[config.mk]
export PLATFORM = sky130hd
export DESIGN_NAME = demux_1x4_route_ctrl
export DESIGN_NICKNAME = d
export VERILOG_FILES = /design/src/rtl/demux_pkg.sv /design/src/rtl/demux_1x4_route_ctrl_demux.sv /design/src/rtl/demux_1x4_route_ctrl.sv
export SDC_FILE = /design/constraint.sdc
export NUM_CORES = 1
export LEC_CHECK = 0
export ABC_AREA = 1
export ABC_CLOCK_PERIOD_IN_PS = 1490
export CORE_UTILIZATION = 37
export CTS_CLUSTER_DIAMETER = 40
export DETAILED_ROUTE_END_ITERATION = 8
export GPL_ROUTABILITY_DRIVEN = 0
export PLACE_DENSITY = 0.78
export REMOVE_ABC_BUFFERS = 1
export SLEW_MARGIN = 10
export SYNTH_ARGS = -nofsm -noshare
export SYNTH_HDL_FRONTEND = slang
export SYNTH_SLANG_ARGS = --single-unit
[constraint.sdc]
create_clock -name clk -period 1.49 [get_ports clk]
set_input_delay 0.149 -clock clk [delete_from_list [all_inputs] [get_ports clk]]
set_output_delay 0.149 -clock clk [all_outputs]
set_load 0.01 [all_outputs]
[src/rtl/demux_pkg.sv]
// demux_pkg: shared sizes and FSM state encoding for the 1-to-4 stream router
package demux_pkg;
  localparam int NUM_OUT = 4;
  localparam int SEL_W = 2;
  localparam int CNT_W = 8;
  localparam logic ST_IDLE = 1'b0;
  localparam logic ST_SEND = 1'b1;
endpackage

[src/rtl/demux_1x4_route_ctrl_demux.sv]
// demux_1x4: steers d onto one of y0..y3 selected by {s1,s0}
// Ports: d (data in), s1/s0 (select), y0..y3 (one-hot outputs, all 0 when d=0)
module demux_1x4
  import demux_pkg::*;
(
  input  logic d,
  input  logic s1,
  input  logic s0,
  output logic y0,
  output logic y1,
  output logic y2,
  output logic y3
);
  assign y0 = d & ~s1 & ~s0;
  assign y1 = d & ~s1 &  s0;
  assign y2 = d &  s1 & ~s0;
  assign y3 = d &  s1 &  s0;
endmodule

[src/rtl/demux_1x4_route_ctrl.sv]
// demux_1x4_route_ctrl: single-entry stream router feeding four consumers over a shared bus
// Ports: clk, rst_n (sync active-low); in_valid/in_ready/in_data/in_dest (upstream beat);
//   out_valid[4] one-hot, out_ready[4], out_data (shared bus); s1/s0 registered selects;
//   busy (beat held); drop (pulse when a stalled beat is discarded).
// Build option: define DEMUX_TIMEOUT_EN to discard a beat stalled for TIMEOUT cycles.
module demux_1x4_route_ctrl
  import demux_pkg::*;
#(
  parameter int DW = 8,
  parameter int TIMEOUT = 15
) (
  input  logic               clk,
  input  logic               rst_n,
  input  logic               in_valid,
  output logic               in_ready,
  input  logic [DW-1:0]      in_data,
  input  logic [SEL_W-1:0]   in_dest,
  output logic [NUM_OUT-1:0] out_valid,
  input  logic [NUM_OUT-1:0] out_ready,
  output logic [DW-1:0]      out_data,
  output logic               s1,
  output logic               s0,
  output logic               busy,
  output logic               drop
);
  logic              r_state;
  logic              w_next;
  logic [DW-1:0]     r_data;
  logic              r_s1;
  logic              r_s0;
  logic [CNT_W-1:0]  r_cnt;
  logic              w_acc;
  logic              w_cap;
  logic              w_drop;
  logic [NUM_OUT-1:0] w_valid;

  demux_1x4 u_demux (
    .d  (r_state == ST_SEND),
    .s1 (r_s1),
    .s0 (r_s0),
    .y0 (w_valid[0]),
    .y1 (w_valid[1]),
    .y2 (w_valid[2]),
    .y3 (w_valid[3])
  );

  // w_valid is empty outside SEND, so this also masks non-selected readies
  assign w_acc = |(w_valid & out_ready);
  assign w_cap = in_valid & in_ready;

`ifdef DEMUX_TIMEOUT_EN
  // an acceptance in the timeout cycle wins over the drop
  assign w_drop = (r_state == ST_SEND) & ~w_acc & (r_cnt >= CNT_W'(TIMEOUT));
`else
  assign w_drop = 1'b0;
`endif

  always_ff @(posedge clk) begin
    if (!rst_n) r_state <= ST_IDLE;
    else        r_state <= w_next;
  end

  always_comb begin
    w_next = w_cap ? ST_SEND
           : (r_state == ST_IDLE || w_acc || w_drop) ? ST_IDLE
           : ST_SEND;
  end

  always_comb begin
    in_ready  = (r_state == ST_IDLE) | w_acc;
    busy      = (r_state == ST_SEND);
    drop      = w_drop;
    out_valid = w_valid;
    out_data  = r_data;
    s1        = r_s1;
    s0        = r_s0;
  end

  // capture register holds its value in IDLE; stall counter saturates at TIMEOUT
  always_ff @(posedge clk) begin
    if (!rst_n) begin
      r_data <= '0;
      r_s1   <= 1'b0;
      r_s0   <= 1'b0;
      r_cnt  <= '0;
    end else if (w_cap) begin
      r_data       <= in_data;
      {r_s1, r_s0} <= in_dest;
      r_cnt        <= '0;
    end else if (r_state == ST_SEND && !w_acc && r_cnt < CNT_W'(TIMEOUT)) begin
      r_cnt <= r_cnt + 1'b1;
    end
  end
endmodule

======== Word-level counts from Yosys, hierarchy flattened ========
Index checks and enable logic that the tools add are counted.
storage, ports and cells
  bits in registers ....................... 11
  input port bits ......................... 17
  output and inout port bits .............. 17
  word-level logic and storage cells ...... 20
operators by class
  mux-type cells .......................... 2
  bitwise operators ....................... 12
  reduce and logical (&&, ||, !) cells .... 2
operators by type and width
  operator            number
  $and A1 B1 Y1       7
  $and A4 B4 Y4       1
  $reduce_or A4 Y1    1
  $not A1 Y1          3
  $mux W1             2
  $logic_or A1 B1 Y1  1
  $or A1 B1 Y1        1

======== Logic depth before layout (Yosys ltp) ========
  depth in word-level cells ............... 8
  mapped depth ............................ 9
  mapped depth without buffers ............ 8

======== Cells and area by module ========
Synthesis repeated with hierarchy kept, for this count alone.
second synthesis, totals
  cell total of the unflattened synthesis .. 88
  area total of the unflattened synthesis .. 616.8 um^2
modules (own cells, without submodules)
  module                instances  cells each  area an instance (um^2)  sequential area each (um^2)
  demux_1x4_route_ctrl  1          80          586.8                    220.2
  demux_1x4             1          8           30.0                     0.0

======== Worst setup path after synthesis ========
OpenSTA, ideal clock, no wires.
  kind .................................... register to register
  from .................................... reg r_s0, in the netlist s0
  to ...................................... reg r_data[0], in the netlist out_data[0]
  setup time .............................. 0.115 ns
  data arrival time ....................... 1.112 ns
  required time ........................... 1.375 ns
  path slack .............................. 0.263 ns
  stages on the path, launching flop included .. 9
  cell sequence ........................... dfxtp_1 > inv_2 > nand3_1 > nor2_1 > nor2_1 > nand2_2 > buf_6 > a21oi_1 > nor2_1
on the way
  word-level cells in the longest chain between the ends .. 6
ends and longest elaborated chain
  item                                     RTL line                                                            RTL
  start, declared                          demux_1x4_route_ctrl.sv:30                                          logic r_s0;
  start signal, assigned                   demux_1x4_route_ctrl.sv:88                                          {r_s1, r_s0} <= in_dest;
  $not A1 Y1                               demux_1x4_route_ctrl_demux.sv:14, demux_1x4_route_ctrl_demux.sv:16
  $and A1 B1 Y1, on equally long branches  demux_1x4_route_ctrl_demux.sv:14, demux_1x4_route_ctrl_demux.sv:16
  $and A4 B4 Y4 (*)                        demux_1x4_route_ctrl.sv:48                                          assign w_acc = |(w_valid & out_ready);
  $reduce_or A4 Y1 (*)                     demux_1x4_route_ctrl.sv:48
  $or A1 B1 Y1 (*)                         demux_1x4_route_ctrl.sv:70                                          in_ready = (r_state == ST_IDLE) | w_acc;
  net in_ready                             demux_1x4_route_ctrl.sv:15                                          output logic in_ready,
  $and A1 B1 Y1 (*)                        demux_1x4_route_ctrl.sv:49                                          assign w_cap = in_valid & in_ready;
  end signal, assigned                     demux_1x4_route_ctrl.sv:87                                          r_data <= in_data;
  end, declared                            demux_1x4_route_ctrl.sv:28                                          logic [DW-1:0] r_data;
The timed path passes the listed nets; every way through them passes the cells marked *.
A chain may end at the register's enable or synchronous reset.

======== Worst setup path after layout ========
  from .................................... reg r_s0, in the netlist s0
  to ...................................... out s0
RTL lines
  item           RTL line                    RTL
  end, declared  demux_1x4_route_ctrl.sv:22  output logic s0,
No word-level cell between the ends.

==> out/results.tsv <==
stage	metric	value	unit
clocking	cts hold-fix bufs	0	
synthesis	area fraction of the dominant cell type after synthesis	35.8	%
sta	Fin Clk Skew	0.00633	ns
clocking	H-tree depth	1	
layout	most common cell after layout, fill and taps aside	clkdlybuf4s50_1	
die	initial core utilization	40.3	%
worst_setup_path	Worst Path Buf+Inv	2	
synthesis	register area share after synthesis	35.8	%
worst_setup_path	family with the most delay on the worst path	buffers and inverters	
run_status	status	finished, final reports clean	
worst_setup_path	data required time at the worst endpoint	1.34	ns
routing	WL final	1300	µm
sta	Max Fclk	0.697	GHz
clocking	CTS buffer count	3	
placed_design	placed instance count	136	
global_route	number of antenna violations at the first check in global routing	0	
power_and_ir_drop	Lkg Pwr	0.472	nW
sta	Slew Limit Fails	0	
routing	1st-iter DRT viols	7	
worst_setup_path	crit path kind	flip-flop to output port	
worst_setup_path	Worst Setup Start Kind	flip-flop	
die	Die Wd	42.7	µm
die	area of the die	1830	µm²
hold_path	Hold Path Depth	2	
layout	share of cells above drive strength 1	10.5	%
hold_path	Worst Hold Class	flip-flop to flip-flop	
layout	area of the multi-input gates	244	µm²
sta	final setup TNS	0	ns
clocking	maximum clock path buffer count	2	
worst_setup_path	critical path arrival	1.28	ns
sta	Final Hold Vio Count	0	
worst_setup_path	Levels on crit path	2	
worst_setup_path	slowest CP cell	clkdlybuf4s50_1	
clocking	postcts setup bufs	0	
die	core area	1520	µm²
hold_path	Hold EP	out_data[0]	
global_route	GRT Util Overall	16.2	%
global_route	total grt overflow	0	
worst_setup_path	Crit. End Element	output port	
routing	Routed WL per cell	9.31	µm
layout	Final nets	142	
power_and_ir_drop	Tot Pwr	0.765	mW
die	I/O pins	34	
worst_setup_path	Worst R2R Start	s1	
routing	post-route antenna net violation count	0	
worst_setup_path	Max FO, Critical Path	5	
layout	Fill cells	153	
synthesis	post-synthesis cell area	614	µm²
synthesis	Synth Instances	94	
power_and_ir_drop	PwrDens	830	nW/µm²
worst_setup_path	Worst path max stage delay	0.52	ns
synthesis	YS warnings	0	
routing	Post-route DRC	0	
hold_path	HP Start	out_data[0]	
die	Placement Rows	14	
global_route	vias in the first global route	569	
clocking	clk_lat worst skew	0.27	ns
worst_setup_path	crit path cell chain	buf_4 -> clkdlybuf4s50_1	
sta	setup violators final	0	
global_route	largest net degree at the start of global routing	22	
routing	vias per inst	4.46	
sta	unrepaired setup endpoints after global routing	false	
routing	Initial DRT Pass Iterations	6	
layout	final cell count without fillers	140	
synthesis	Unique masters post-synth	15	
placed_design	DP HPWL	939	µm
job	max cap viols	0	
worst_setup_path	r2r setup slk	0.21	ns
synthesis	syn_area_per_cell	6.54	µm²
global_route	first-pass GRT wire length	2270	µm
routing	vias post-DR	625	
clocking	Clock Sink Count	11	
layout	register area	224	µm²
synthesis	#FFs+latches synth	11	
worst_setup_path	Crit Reg-Reg Endpoint	s0	
clocking	clock slew at reported path FFs	0.06	ns
placed_design	Port-buffer cells	32	
layout	P&R area growth vs syn	50.1	%
synthesis	largest area contributor in the netlist	dfxtp_1	
sta	Final Cycle Share	96.2	%
layout	# diodes	0	
die	die height	42.7	µm
clocking	clock root cell	clkbuf_4	
worst_setup_path	R2R depth	9	
layout	most frequent cells in the layout	clkdlybuf4s50_1, inv_1, nor2_1	
synthesis	largest cells by area after synthesis	dfxtp_1, inv_1, nand3_1	
sta	fin crit period	1.43	ns
power_and_ir_drop	IR Drop Worst-Case VDD	0.524	mV
clocking	CTS tree	built	
sequential cells by signal, indices dropped and copies added, names as in the netlist:
| signal | cells |
|---|---|
| busy | 1 |
| out_data | 8 |
| s0 | 1 |
| s1 | 1 |
final cells by class:
class / count / share of cell area [%]
multi-input cells: 55 / 26.5
flip-flops and latches: 11 / 24.3
well taps: 16 / 2.17
clock buffers: 4 / 2.85
repair buffers: 36 / 36.9
inverters: 18 / 7.33
where the power goes:
part	total (mW)	internal (mW)	leakage, nW	switching (mW)
logic	0.223	0.125	0.365	0.0976
clock network	0.202	0.104	0.0150	0.0985
registers	0.340	0.322	0.0921	0.0187
what timing repair did:
item,CTS,global route
pin swaps,0,1
cloned,0,0
gates resized for setup,8,2
endpoints found under the setup margin,6,1
cells in the mapped netlist:
master / n
a21boi_1: 1
a21oi_1: 10
buf_4: 6
buf_6: 3
clkbuf_1: 1
conb_1: 1
dfxtp_1: 11
inv_1: 17
inv_2: 1
nand2_1: 12
nand2_2: 1
nand3_1: 12
nand4_1: 1
nor2_1: 16
nor3_1: 1
worst max path at each step:
stage	start	to
5_1_grt	s0	s0
3_5_place_dp	out_ready[2]	in_ready
4_1_cts	s1	in_ready
2_1_floorplan	busy	s0
6_report	s0	s0
3_3_place_gp	out_ready[2]	in_ready
stage by stage:
| step | cell area (µm²) | util (%) | setup slack, ns | hold slack (ns) |
|---|---|---|---|---|
| 2_1_floorplan | 532 | - | 0.191 | 0.270 |
| 3_3_place_gp | 902 | 59.2 | -0.157 | 0.463 |
| 3_5_place_dp | 902 | 59.2 | -0.149 | 0.474 |
| 4_1_cts | 926 | 60.8 | 0.0319 | 0.491 |
| 5_1_grt | 922 | 60.5 | 0.0129 | 0.508 |
| 6_report | 922 | 60.5 | 0.0563 | 0.486 |
cells by family (layout without fill, tap and decap cells):
logic type      after synthesis  after routing  share of synthesized area, %
simple gates                 43             43                          29.7
other cells                   1              1                         0.610
buf+inv                      28             58                          24.4
compound gates               11             11                          9.37
flops                        11             11                          35.8
metal layers:
metal	up-vias	track usage, %	part of all wire, %
met2	28	24.8	43
met3	0	6.38	11
li1	343	-	-
met4	0	7.50	0
met5	-	0	0
met1	254	19.5	46
worst reg2reg max path, delay by kind of cell, from the launching register on:
kind	cells	cell delay, ns
buf+inv	2	0.30
flops	1	0.34
simple gates	7	0.53
Note: power is estimated with default switching activity, not from simulation.
